--- src/rtl/mem_bus.sv ---
// Word-level memory bus controller: routes aligned word requests to on-chip RAM
// or to a stalling req/ack I/O bus, returning read data one cycle after retirement.
module mem_bus #(
  parameter int IO_TIMEOUT = 255
) (
  input  logic        clk,
  input  logic        reset,
  input  logic        re,
  input  logic [3:0]  we,
  input  logic [29:0] addr,
  input  logic [31:0] wdata,
  output logic [31:0] rdata,
  output logic        stall,
  output logic        bus_err,
  output logic [29:0] ram_addr,
  output logic [3:0]  ram_we,
  output logic [31:0] ram_wdata,
  input  logic [31:0] ram_rdata,
  output logic        io_req,
  output logic [3:0]  io_we,
  output logic [29:0] io_addr,
  output logic [31:0] io_wdata,
  input  logic [31:0] io_rdata,
  input  logic        io_ack
);

  localparam int CNT_W = (IO_TIMEOUT < 2) ? 1 : $clog2(IO_TIMEOUT);

  typedef enum logic [1:0] {
    IDLE    = 2'd0,
    IO_WAIT = 2'd1,
    IO_DONE = 2'd2
  } state_t;

  state_t             state_r;
  state_t             state_nxt_s;
  logic [CNT_W-1:0]   cnt_r;
  logic [31:0]        io_rdata_r;
  logic               src_io_r;
  logic               present_s;
  logic               io_access_s;
  logic               timeout_hit_s;

  assign present_s     = re | (we != 4'b0000);
  assign io_access_s   = present_s & addr[29];
  assign timeout_hit_s = (IO_TIMEOUT != 0) && (cnt_r == CNT_W'(IO_TIMEOUT - 1));

  assign ram_addr  = addr;
  assign ram_wdata = wdata;
  assign ram_we    = (!reset && !addr[29]) ? we : 4'b0000;
  assign rdata     = src_io_r ? io_rdata_r : ram_rdata;

  // Next-state and stall decode; reset forces the pipeline free.
  always_comb begin
    state_nxt_s = state_r;
    stall       = 1'b0;
    case (state_r)
      IDLE: begin
        if (io_access_s) begin
          stall       = 1'b1;
          state_nxt_s = IO_WAIT;
        end else begin
          state_nxt_s = IDLE;
        end
      end
      IO_WAIT: begin
        stall = 1'b1;
        if (io_ack || timeout_hit_s) begin
          state_nxt_s = IO_DONE;
        end else begin
          state_nxt_s = IO_WAIT;
        end
      end
      IO_DONE: state_nxt_s = IDLE;
      default: state_nxt_s = IDLE;
    endcase
    if (reset) begin
      stall = 1'b0;
    end else begin
      stall = stall;
    end
  end

  // State register, I/O request registers, timeout counter and result capture.
  always_ff @(posedge clk) begin
    if (reset) begin
      state_r    <= IDLE;
      io_req     <= 1'b0;
      io_we      <= 4'b0000;
      io_addr    <= 30'd0;
      io_wdata   <= 32'd0;
      io_rdata_r <= 32'd0;
      src_io_r   <= 1'b0;
      cnt_r      <= '0;
      bus_err    <= 1'b0;
    end else begin
      state_r <= state_nxt_s;
      case (state_r)
        IDLE: begin
          if (io_access_s) begin
            io_req   <= 1'b1;
            io_addr  <= addr;
            io_we    <= we;
            io_wdata <= wdata;
            cnt_r    <= '0;
          end else begin
            src_io_r <= 1'b0;
          end
        end
        IO_WAIT: begin
          // Ack has priority over an expiry in the same cycle.
          if (io_ack) begin
            io_rdata_r <= io_rdata;
            io_req     <= 1'b0;
          end else if (timeout_hit_s) begin
            io_rdata_r <= 32'hFFFF_FFFF;
            io_req     <= 1'b0;
            bus_err    <= 1'b1;
          end else begin
            cnt_r <= cnt_r + CNT_W'(1);
          end
        end
        IO_DONE: src_io_r <= 1'b1;
        default: src_io_r <= 1'b0;
      endcase
    end
  end

endmodule

--- config.mk ---
export PLATFORM = sky130hd
export DESIGN_NAME = mem_bus
export DESIGN_NICKNAME = d
export VERILOG_FILES = /design/src/rtl/mem_bus.sv
export SDC_FILE = /design/constraint.sdc
export NUM_CORES = 1
export LEC_CHECK = 0
export CORE_AREA = 2 2 117 119
export CTS_CLUSTER_SIZE = 25
export DETAILED_ROUTE_END_ITERATION = 7
export DIE_AREA = 0 0 119 121
export PLACE_DENSITY = 0.77
export SYNTH_ARGS = -nofsm -noshare
export SYNTH_HDL_FRONTEND = slang
export SYNTH_SLANG_ARGS = --single-unit
--- constraint.sdc ---
create_clock -name clk -period 5.65 [get_ports clk]
set_input_delay 0.565 -clock clk [delete_from_list [all_inputs] [get_ports clk]]
set_output_delay 0.565 -clock clk [all_outputs]
set_load 0.01 [all_outputs]
Word level (Yosys, flattened, before mapping)
Index checks and enable logic that the tools add are counted.
Widths: inputs -> output; s select.
{ "totals": {"reg_bits": 111, "latch_bits": 0, "ramBits": 0, "mem_bits_ro": 0, "in_bits": 134, "out_inout_bits": 167, "word_cells": 56, "n_memories": 0} }
{ "op_classes": {"add_sub_neg": 1, "mul": 0, "n_div": 0, "order_cmp": 0, "eq_ne": 8, "shifts": 0, "mux": 20, "n_bitwise": 4, "n_reduce_logical": 14} }
{ "op_table": {"columns": ["operator", "count"], "rows": [
  ["$mux 32", 3],
  ["$mux 8", 3],
  ["$pmux 8 s2", 1],
  ["$add 8x1->8 const B", 1],
  ["$eq 8x8->1 const B", 1],
  ["$ne 2x2->1 const B", 4],
  ["$mux 1", 7],
  ["$reduce_and 2->1", 3],
  ["$reduce_and 3->1", 2],
  ["$mux 4", 1],
  ["$pmux 1 s2", 2],
  ["$pmux 2 s2", 1],
  ["$reduce_and 4->1", 1],
  ["$reduce_bool 2->1", 2],
  ["$reduce_bool 4->1", 1],
  ["$ne 3x3->1 const B", 1],
  ["$pmux 1 s3", 1],
  ["$eq 2x1->1 const B", 1],
  ["$eq 2x2->1 const B", 1],
  ["$logic_not 1->1", 2],
  ["$logic_not 2->1", 1],
  ["$mux 2", 1],
  ["$not 1->1", 2],
  ["$and 1x1->1", 1],
  ["3 further kinds", 3]
]} }

Logic depth before layout (Yosys ltp)
{ "depth": {"word_depth": 6, "depth_mapped": 7} }

Worst setup path after synthesis
No wires, ideal clock.
{ "synth_timing": {"path_type": "input -> output", "start": "input port we[0]", "end": "output port stall", "arrival_ns": 1.625, "required_ns": 5.085, "setup_slack_ns": 3.460, "stages": 4, "path_buffers": 1, "cell_sequence": "or4_4 o21ai_4 buf_2 a211oi_1"} }
{ "synth_between": {"elab_chain_len": 6} }
{ "synth_lines": {"columns": ["item", "line_no", "text"], "rows": [
  ["from (decl)", "9", "input logic [3:0] we,"],
  ["$reduce_bool 4->1", "44", "assign present_s = re | (we != 4'b0000);"],
  ["$or 1x1->1", "44", null],
  ["$and 1x1->1", "45", "assign io_access_s = present_s & addr[29];"],
  ["$mux 1", "59", "if (io_access_s) begin"],
  ["$pmux 1 s2", "57", "case (state_r)"],
  ["$mux 1", "77", "if (reset) begin"],
  ["to (decl)", "13", "output logic stall,"]
]} }
Every way passes these cells.

Worst setup path in the final report
{ "layout_timing": {"start": "input port addr[29]", "end": "output port stall"} }
{ "layout_between": {"elab_chain_len": 4} }
{ "layout_lines": {"columns": ["item", "line_no", "text"], "rows": [
  ["from (decl)", "10", "input logic [29:0] addr,"],
  ["$and 1x1->1", "45", null],
  ["$mux 1", "59", null],
  ["$pmux 1 s2", "57", null],
  ["$mux 1", "77", null]
]} }
Every way passes these cells.

==> summary.txt <==
Place
  – GPL Wtd Cong: 0.826
  – HPWL after DPL: ~11000 µm
  – Port-buffer cells: 300
  – Pre-CTS setup slack: 2.44 ns

Logic synthesis
  – Ys flop type: dfxtp_1
  – Post-synthesis sequential area ratio: 46.0%
  – Syn_nets: 672
  – Async SR Flop Fraction: 0%
  – Mapped cell area: just under 0.005 mm²
  – Synthesized area per cell: 9.01 µm²
  – Synth unique cells: 41
  – Cell count after synthesis: between 500 and 600
  – Synth warn: 0
  – Synthesis-stage register bit count: 111
  – Post-synth EDFFs: 0

Worst setup path
  – Worst Reg-to-Reg Cells: 4
  – Kind of end point of the critical path: output port
  – Critical-path top delay cell: clkdlybuf4s50_1
  – Req. time, crit path: 5.09 ns
  – Arr. time, crit path: roughly 2.4 ns
  – Flop2flop setup slack: 3.14 ns
  – CP max stage delay: 0.60 ns
  – Largest delay share family, worst path: buffers and inverters
  – Most used cell along the critical path: clkdlybuf4s50_1
  – RR Startpoint: state_r[1]
  – Kind of critical path: in2out
  – Critical path launch point type: input port
  – Sequence of cells on the critical path: clkdlybuf4s50_1 > nor3b_2 > o21ai_4 > a211oi_1 > clkdlybuf4s50_1
  – End of the worst register-to-register path: cnt_r[5]
  – Buf/Inv on CP: 2
  – CP max FO: 6

Timing
  – Skew final: 0.00826 ns
  – FMAX: 333 MHz
  – Final worst slack: approximately 2.6 ns
  – RSZ-0062 raised after global routing: no
  – Fin. max-slew vios: 0
  – Max-Slew Margin vs Limit: 15.0%
  – Final hold viol count: 0
  – Fin crit share: 53.2%
  – Slew @ Worst Pin: 1.27 ns
  – Clock period minus worst slack: 3.01 ns
  – Fin Setup TNS: 0 ns
  – Setup violators final: 0

Clock network
  – Worst-path clk slew: 0.06 ns
  – Root Buffer: clkbuf_16
  – Resize count post-CTS: 0
  – CTS max path bufs: 2
  – Clk sinks: 111
  – Post-CTS Setup Bufs: 0
  – Latest clock arrival within the worst-skew pair: 0.35 ns
  – H-tree depth: 3
  – CTS Buf Count: 9
  – Hold_buf cts: 0
  – CTS tree: yes

GRT
  – Largest net degree at the start of global routing: 72
  – First-pass GRT wire length: 22500 µm
  – Vias in the first global route: 4499
  – Total track usage: 19.4%
  – Overflow after GRT: 0
  – Initial antenna violation count: 0

Finish
  – Layout Nets: 888
  – Area of the multi-input gates: a little under 0.002 mm²
  – Fillers: 1071
  – Share of layout cells above drive strength 1: 12.3%
  – Register area: 0.00222 mm²
  – N_diodes: 0
  – Fin util: 59.4%
  – Area Overhead vs Synth: 61.0%

Detailed routing
  – WL/cell: 15.3 µm
  – Vias: 4545
  – DRT antenna net count: 0
  – Drt pass-1 iters: 4
  – Initial DRC count: 309
  – Detailed Route WL: 14300 µm
  – DRC violations left: 0
  – Vias/cell: between 4 and 5

Pwr
  – Pwr Density: ~250 mW/mm²
  – Worst vdd ir: 0.152 mV
  – Leak Pwr: approximately 2.8 nW

Die
  – DIE WIDTH: 119 µm
  – Placeable Area: 0.0131 mm²
  – Ports: 301
  – Die area: 0.0144 mm²
  – Row count: 42
  – Die height: 121 µm
  – Initial core utilization: a little under two fifths

Hold path
  – Hold Crit Class: reg2reg
  – Min-delay src: io_wdata[24]
  – Hold Path Stages: 2
  – Hold EP: io_wdata[24]

Job
  – Max_cap viols: 0

Status
  – Status: finished clean
cell usage after synthesis, drive strengths merged, types with 2 or more instances:
library cell	number	area share [%]
nand2	131	10
ha	2	0.52
nor3	2	0.21
mux2	32	7.5
buf	78	11
nor2	8	0.62
a31o	2	0.36
or4	2	0.39
a22oi	2	0.31
o21ai	7	0.96
a211oi	2	0.31
nand2b	3	0.39
and2	4	0.52
a21oi	71	7.4
nor3b	2	0.52
clkbuf	20	1.6
a311oi	2	0.36
dfxtp	111	46
nand3	5	0.52
inv	2	0.16
o221a	32	7.5
worst max-delay path by stage:
stage	from	slack [ns]	cells past startpoint	end
final	addr[29]	2.64	5	stall
after global routing	addr[29]	2.51	5	stall
after CTS	addr[29]	2.62	5	stall
after detailed placement	addr[29]	2.44	5	cnt_r[5]
after global placement	addr[29]	2.48	5	cnt_r[5]
after floorplan	we[0]	3.46	4	stall
logic make-up (layout without fill, tap and decap cells):
group | after synthesis | after routing | share of synthesized area (%)
AO/OA/AOI/OAI | 127 | 127 | 18.7
buffers and inverters | 101 | 322 | 13.1
AND/OR/NAND/NOR | 163 | 163 | 14.2
multiplexers | 32 | 32 | 7.46
adder cells (fa/ha/maj) | 2 | 2 | 0.518
flip-flops | 111 | 111 | 46.0
area by class of cell:
| class | count | share of cell area [%] |
|---|---|---|
| clock buffer | 10 | 3.07 |
| sequential | 111 | 28.6 |
| clock inverter | 6 | 1.08 |
| timing repair buffer | 303 | 38.8 |
| multi-input combinational | 324 | 25.5 |
| tap | 176 | 2.83 |
| inverter | 3 | 0.145 |
flip-flops by register name (all words and copies together), names as in the netlist:
signal      cells
io_addr        30
state_r         2
src_io_r        1
bus_err         1
io_wdata       32
io_req          1
cnt_r           8
io_rdata_r     32
io_we           4
per-stage QoR:
stage	cells	instance area, µm²	hold slack (ns)	power (mW)
after floorplan	536	4830	0.465	1.06
after global placement	917	7450	0.441	1.28
after detailed placement	917	7450	0.445	1.29
after CTS	933	7780	0.455	1.98
after global routing	933	7780	0.469	2.04
final	933	7780	0.453	1.96
worst register-to-register path: stages (launching register included):
cell and delay [ns]:
dfxtp_1 0.37, nor3b_2 0.43, o21a_2 1.02, o21ai_0 0.28
a31o_2 0.29
per-layer routing:
layer | vias to the layer above | part of all wire (%) | global-route usage (%) | wire, µm
li1 | 2239 | - | - | -
met3 | 20 | 7.0 | 5.31 | 1000
met5 | - | 0 | 0 | 0
met2 | 189 | 52 | 34.4 | 7410
met4 | 0 | 2.0 | 8.41 | 283
met1 | 2097 | 39 | 22.0 | 5600
cell usage in the layout, fill, tap and decap left out, drive strengths merged, types with 3 or more instances in the layout:
cell and n:
nand3 5, and2 4, nand2 131, dfxtp 111, clkbuf 10, o221a 32
mux2 32, clkdlybuf4s50 299, o21ai 7, nor2 8, nand2b 3, clkinv 5
a21oi 71, buf 4
power breakdown:
group	internal [mW]	switching [mW]	total, mW
registers	0.829	0.0247	0.854
clock network	0.399	0.285	0.684
logic	0.249	0.171	0.420
Note: power is estimated with default switching activity, not from simulation.
